==> config.mk <==
export PLATFORM = sky130hd
export DESIGN_NAME = buzz_sequencer
export DESIGN_NICKNAME = d
export VERILOG_FILES = /design/src/rtl/pong_pkg.sv /design/src/rtl/buzz_timer.sv /design/src/rtl/buzz_sequencer.sv
export SDC_FILE = /design/constraint.sdc
export NUM_CORES = 1
export LEC_CHECK = 0
export ABC_AREA = 1
export BUFFER_PORTS_ARGS = -buffer_cell sky130_fd_sc_hd__buf_4
export CAP_MARGIN = 30
export CORE_MARGIN = 4
export CORE_UTILIZATION = 50
export CTS_CLUSTER_DIAMETER = 200
export DETAILED_ROUTE_END_ITERATION = 16
export MAX_ROUTING_LAYER = met4
export PLACE_DENSITY = 0.75
export REMOVE_ABC_BUFFERS = 1
export SETUP_SLACK_MARGIN = 0.2
export SYNTH_ARGS = -nofsm -noshare
export SYNTH_HDL_FRONTEND = slang
export SYNTH_SLANG_ARGS = --single-unit
==> constraint.sdc <==
create_clock -name clk -period 4.2 [get_ports clk]
set_input_delay 0 -clock clk [delete_from_list [all_inputs] [get_ports clk]]
set_output_delay 0 -clock clk [all_outputs]
set_load 0.03 [all_outputs]
==> src/rtl/pong_pkg.sv <==
// ---------------------------------------------------------------------------
// pong_pkg
// Shared definitions for the pong sound path.
//   buzz_state_e : buzzer sequencer states. The encoding is ordered by event
//                  priority (IDLE lowest, SCORE highest), so a plain magnitude
//                  compare decides whether an event may preempt a state.
//   *_DEF        : default tone durations (game ticks) and jingle length.
//   TICK_W/STEP_W: widths of the tick and step counters.
// ---------------------------------------------------------------------------
package pong_pkg;

    typedef enum logic [1:0] {
        ST_IDLE  = 2'd0,
        ST_WALL  = 2'd1,
        ST_PAD   = 2'd2,
        ST_SCORE = 2'd3
    } buzz_state_e;

    localparam int PAD_TICKS_DEF        = 12;
    localparam int WALL_TICKS_DEF       = 6;
    localparam int SCORE_STEP_TICKS_DEF = 16;
    localparam int SCORE_STEPS_DEF      = 6;

    localparam int TICK_W = 5;
    localparam int STEP_W = 3;

    // True when an event mapped to state ev may enter/re-enter over cur.
    function automatic logic may_preempt(input buzz_state_e ev, input buzz_state_e cur);
        return (ev != ST_IDLE) && (ev >= cur);
    endfunction

endpackage

==> src/rtl/buzz_timer.sv <==
// ---------------------------------------------------------------------------
// buzz_timer
// Loadable down-counter advanced by a tick enable.
//   clk, rst  : clock, synchronous active-high reset (count -> 0)
//   tick      : decrement enable (one game tick)
//   load      : load load_val; wins over a tick in the same cycle
//   load_val  : value to load
//   count     : current count
//   term      : count is 1, i.e. the next tick ends the period
// ---------------------------------------------------------------------------
module buzz_timer #(
    parameter int W = 5
) (
    input  logic         clk,
    input  logic         rst,
    input  logic         tick,
    input  logic         load,
    input  logic [W-1:0] load_val,
    output logic [W-1:0] count,
    output logic         term
);

    logic [W-1:0] count_q;
    logic [W-1:0] count_d;

    always_comb begin
        count_d = count_q;
        if (load) begin
            count_d = load_val;
        end else if (tick && (count_q != '0)) begin
            count_d = count_q - 1'b1;
        end
    end

    always_ff @(posedge clk) begin
        if (rst) begin
            count_q <= '0;
        end else begin
            count_q <= count_d;
        end
    end

    assign count = count_q;
    assign term  = (count_q == W'(1));

endmodule

==> src/rtl/buzz_sequencer.sv <==
// ---------------------------------------------------------------------------
// buzz_sequencer
// Chooses which tone (if any) drives the piezo: a short low tone on a paddle
// hit, a shorter high tone on a wall hit and an alternating low/high jingle
// when a point is scored. Higher-priority events preempt lower ones; lower
// ones are dropped.
//   clk          : pixel clock, all logic on rising edge
//   rst          : synchronous active-high reset
//   game_en      : one-cycle game tick strobe (absent while paused)
//   pad_buzz_en  : free-running low-tone square wave
//   wall_buzz_en : free-running high-tone square wave
//   pad_hit      : paddle strike pulse
//   wall_hit     : wall strike pulse
//   score_hit    : point scored pulse
//   mute         : forces buzzer low while high
//   buzzer       : registered piezo drive
//   busy         : registered, high while not IDLE
// ---------------------------------------------------------------------------
module buzz_sequencer
    import pong_pkg::*;
#(
    parameter int PAD_TICKS        = PAD_TICKS_DEF,
    parameter int WALL_TICKS       = WALL_TICKS_DEF,
    parameter int SCORE_STEP_TICKS = SCORE_STEP_TICKS_DEF,
    parameter int SCORE_STEPS      = SCORE_STEPS_DEF
) (
    input  logic clk,
    input  logic rst,
    input  logic game_en,
    input  logic pad_buzz_en,
    input  logic wall_buzz_en,
    input  logic pad_hit,
    input  logic wall_hit,
    input  logic score_hit,
    input  logic mute,
    output logic buzzer,
    output logic busy
);

    localparam logic [TICK_W-1:0] PAD_LD   = TICK_W'(PAD_TICKS);
    localparam logic [TICK_W-1:0] WALL_LD  = TICK_W'(WALL_TICKS);
    localparam logic [TICK_W-1:0] SCORE_LD = TICK_W'(SCORE_STEP_TICKS);
    localparam logic [STEP_W-1:0] LAST_STEP = STEP_W'(SCORE_STEPS - 1);

    buzz_state_e        state_q, state_d;
    logic [STEP_W-1:0]  step_q, step_d;
    logic               buzzer_q, buzzer_d;
    logic               busy_q, busy_d;

    buzz_state_e        ev_state;
    logic               tmr_load;
    logic [TICK_W-1:0]  tmr_load_val;
    logic [TICK_W-1:0]  tmr_count;
    logic               tmr_term;
    logic               tone;

    buzz_timer #(
        .W (TICK_W)
    ) u_timer (
        .clk      (clk),
        .rst      (rst),
        .tick     (game_en),
        .load     (tmr_load),
        .load_val (tmr_load_val),
        .count    (tmr_count),
        .term     (tmr_term)
    );

    // Only the highest-priority event of the cycle is considered.
    always_comb begin
        ev_state = ST_IDLE;
        if (score_hit) begin
            ev_state = ST_SCORE;
        end else if (pad_hit) begin
            ev_state = ST_PAD;
        end else if (wall_hit) begin
            ev_state = ST_WALL;
        end
    end

    always_comb begin
        state_d      = state_q;
        step_d       = step_q;
        tmr_load     = 1'b0;
        tmr_load_val = '0;

        if (may_preempt(ev_state, state_q)) begin
            state_d  = ev_state;
            tmr_load = 1'b1;
            case (ev_state)
                ST_SCORE: begin
                    tmr_load_val = SCORE_LD;
                    step_d       = '0;
                end
                ST_PAD:   tmr_load_val = PAD_LD;
                default:  tmr_load_val = WALL_LD;
            endcase
        end else if (game_en && tmr_term) begin
            case (state_q)
                ST_PAD, ST_WALL: state_d = ST_IDLE;
                ST_SCORE: begin
                    if (step_q == LAST_STEP) begin
                        state_d = ST_IDLE;
                        step_d  = '0;
                    end else begin
                        step_d       = step_q + 1'b1;
                        tmr_load     = 1'b1;
                        tmr_load_val = SCORE_LD;
                    end
                end
                default: state_d = state_q;
            endcase
        end
    end

    // Tone is taken from the current state, so buzzer trails state by a cycle.
    always_comb begin
        tone = 1'b0;
        case (state_q)
            ST_PAD:   tone = pad_buzz_en;
            ST_WALL:  tone = wall_buzz_en;
            ST_SCORE: tone = step_q[0] ? wall_buzz_en : pad_buzz_en;
            default:  tone = 1'b0;
        endcase
        buzzer_d = tone & ~mute;
        // busy registers the next state so it is high exactly while state_q != IDLE.
        busy_d   = (state_d != ST_IDLE);
    end

    always_ff @(posedge clk) begin
        if (rst) begin
            state_q  <= ST_IDLE;
            step_q   <= '0;
            buzzer_q <= 1'b0;
            busy_q   <= 1'b0;
        end else begin
            state_q  <= state_d;
            step_q   <= step_d;
            buzzer_q <= buzzer_d;
            busy_q   <= busy_d;
        end
    end

    assign buzzer = buzzer_q;
    assign busy   = busy_q;

endmodule

==> impl_metrics.py <==
metrics = {
    "clocking": {
        "htreeDepth": 1,
        "cts.clk_slew.worst_paths_ns": 0.07,
        "clk_path_buf_depth": 2,
        "cts_tree": "yes",
        "cts_made_buffers": 3,
        "clock_sinks": 12,
        "insertion_delay_ns": 0.28,
        "root_buffer": "clkbuf_4",
    },
    "routing": {
        "final_antenna_net_count": 0,
        "num_vias": 769,
        "wl_per_cell_microns": 10.7,
        "routed_via_density": 5.09,
        "dr.pass1.iters": 4,
        "wl_mm": 1.62,
        "drc": 0,
        "drt_first_iter_violations": 17,
    },
    "sta": {
        "fin_setup_tns_ns": 0,
        "rsz0062_at_grt": "false",
        "worst_slack_ns": 2.52,
        "setup_viol": 0,
        "fmax_mhz": 594,
        "hold_viol": 0,
        "clock-skew-final_ns": 0.00692,
        "fin_crit_ns": 1.68,
        "slew_violations": 0,
        "worstMarginPinSlew_ns": 0.246,
        "finalCritPeriodShare_pct": 40.1,
        "maxSlewHeadroom_pct": 83.6,
    },
    "power": {
        "pwr-share-seq_pct": 37.2,
        "intPower_w": 0.000242,
        "p_switching_w": 0.000148,
        "power_frac_comb_pct": 38.3,
        "powerDensity_nw_per_um2": 407,
        "clockPowerShare_pct": 24.5,
        "vdd_drop_max_uv": 233,
        "leakage_nw": 0.482,
        "swShare_pct": 38.0,
    },
    "critical_path": {
        "crit_arrival_ns": 1.86,
        "reg2reg_slack_ns": 2.52,
        "startpoint": "state_q[1]",
        "cpPeakStageDelay_ns": 0.37,
        "path_cells": "inv_1 > ha_1 > nand2_1 > nand3_1 > nand2_2 > inv_2 > nor2_4 > nand2_1 > nand4_1 > nand2_1",
        "required_ns": 4.38,
        "cp-endpoint": "step_q[2]",
        "cp-start-kind": "register",
        "r2r_end": "step_q[2]",
        "crit_top_cell": "nand2_1",
        "r2r-start": "state_q[1]",
        "cpMaxStageDelayCell": "dfxtp_1",
        "crit_path_max_fanout": 7,
        "crit_type": "register to register",
        "reg2regPathDepth": 10,
        "crit_path_end_kind": "register",
    },
    "yosys": {
        "synth_area_sq_um": 798,
        "syn_inst": 118,
        "ys_warn_count": 0,
        "synth.largest_area_cell": "dfxtp_1",
        "netlist.area_leader.share_pct": 30.1,
        "ys_seq_area_share_pct": 30.1,
        "yosysUniqueCellTypes": 20,
        "synth.area.top_cells": "dfxtp_1 30%, nand2_1 11%, nand3_1 8.8%, inv_1 8.0%, ha_1 7.8%",
        "ys_seq_elements": 12,
        "synth_area_per_cell_sq_um": 6.76,
    },
    "die": {
        "die-area_sq_um": 2300,
        "die_h_microns": 48.0,
        "row_count": 14,
        "start_util_pct": 53.0,
        "core-area_sq_um": 1510,
        "die_w_microns": 48.0,
        "ioPinCount": 11,
    },
    "place": {
        "place.gp.congestion": 0.879,
        "numPortBuffers": 10,
        "dpl.hpwl_mm": 1.28,
        "dp_slack_ns": 2.53,
    },
    "finish": {
        "mostFrequentLayoutCells": "24 x nand2_1, 17 x inv_1, 16 x nor2_1",
        "final_common_cell": "nand2_1",
        "area_growth_pct": 20.2,
        "layout-drive-gt1-share_pct": 20.0,
        "nets": 150,
        "antenna_cells": 0,
    },
    "grt": {
        "gr-total-overflow": 0,
        "first_global_vias": 688,
        "grt_max_degree": 9,
        "grtUsageTotal_pct": 18.5,
        "grt_pass1_wl_mm": 2.86,
        "antenna_found_initial": 0,
    },
    "outcome": {
        "status": "completed",
    },
    "run": {
        "drv_cap": 0,
    },
    "hold_path": {
        "min_path_type": "primary input to register",
    },
}
-- power by group through the flow --
stage               Clock [W]  Combinational [W]  Sequential, W
floorplan                   0           0.000112       0.000150
global placement            0           0.000144       0.000147
detailed placement          0           0.000146       0.000148
CTS                 0.0000988           0.000149       0.000145
global route         0.000103           0.000174       0.000148
finish              0.0000955           0.000149       0.000145
-- flip-flops by register name, summed over array words and instances, names as in the netlist --
name	count
buzzer	1
busy	1
state_q	2
u_timer.count	5
step_q	3
-- layer usage --
metal	GRT usage [%]	vias to the layer above	part of all wire, %
met1	23.7	346	49
met5	-	-	0
met2	27.2	9	45
met3	3.38	4	3.1
met4	9.68	0	2.3
li1	-	410	-
-- worst min path at each step --
stage | end | slack, ns | depth (start not counted) | start
global route | step_q[1] | 0.11 | 4 | score_hit
floorplan | u_timer.count[4] | 0.07 | 1 | rst
global placement | buzzer | 0.18 | 2 | mute
finish | step_q[0] | 0.08 | 4 | score_hit
detailed placement | buzzer | 0.19 | 2 | mute
CTS | step_q[1] | 0.06 | 4 | score_hit
-- logic make-up (layout without fill, tap and decap cells) --
kind of cell	count (synthesis)	count (layout)	synth area share, %
buffers and inverters	19	36	8.93
adder cells (fa/ha/maj)	5	5	7.84
AND/OR/NAND/NOR	69	69	42.9
XOR/XNOR	3	3	3.29
flip-flops	12	12	30.1
AO/OA/AOI/OAI	10	10	6.90
-- layout make-up --
class                   instances  area (sq um)
multi-input cells              87           487
fillers                       138           547
well taps                      16          20.0
clock buffers                   4          36.3
repair buffers                 13           105
inverters                      19          71.3
flip-flops and latches         12           240
-- per-stage QoR --
stage | area (sq um) | util (%) | std cells | hold WS [ns] | power, W
after detailed placement | 893 | 59.3 | 144 | 0.187 | 0.000294
after global placement | 893 | 59.3 | 144 | 0.180 | 0.000292
final | 960 | 63.7 | 151 | 0.0756 | 0.000390
after CTS | 960 | 63.7 | 151 | 0.0628 | 0.000393
after floorplan | 798 | - | 118 | 0.0691 | 0.000261
after global routing | 960 | 63.7 | 151 | 0.109 | 0.000424
-- critical path, delay by kind of cell, from the launching register on --
kind | cells | cell delay (ns)
and+or+nand+nor | 7 | 0.75
adders and majority gates | 1 | 0.30
DFF | 1 | 0.37
buffers and inverters | 2 | 0.16
-- synth_stat cells (all sizes together) --
master and instances:
a211oi 1, a21oi 1, and3 1, dfxtp 12, ha 5, inv 19
nand2 30, nand3 16, nand4 2, nor2 19, nor3 1, o211ai 1
o21ai 7, xnor2 1, xor2 2
-- repair_timing --
action / 4_1_cts / 5_1_grt
endpoints found under the setup margin: 0 / 0
gates resized for setup: 0 / 0
hold buffers: 3 / 0
setup buffers: 0 / 0
endpoints found under the hold margin: 3 / 0
Power figures use the tool's default switching activity.
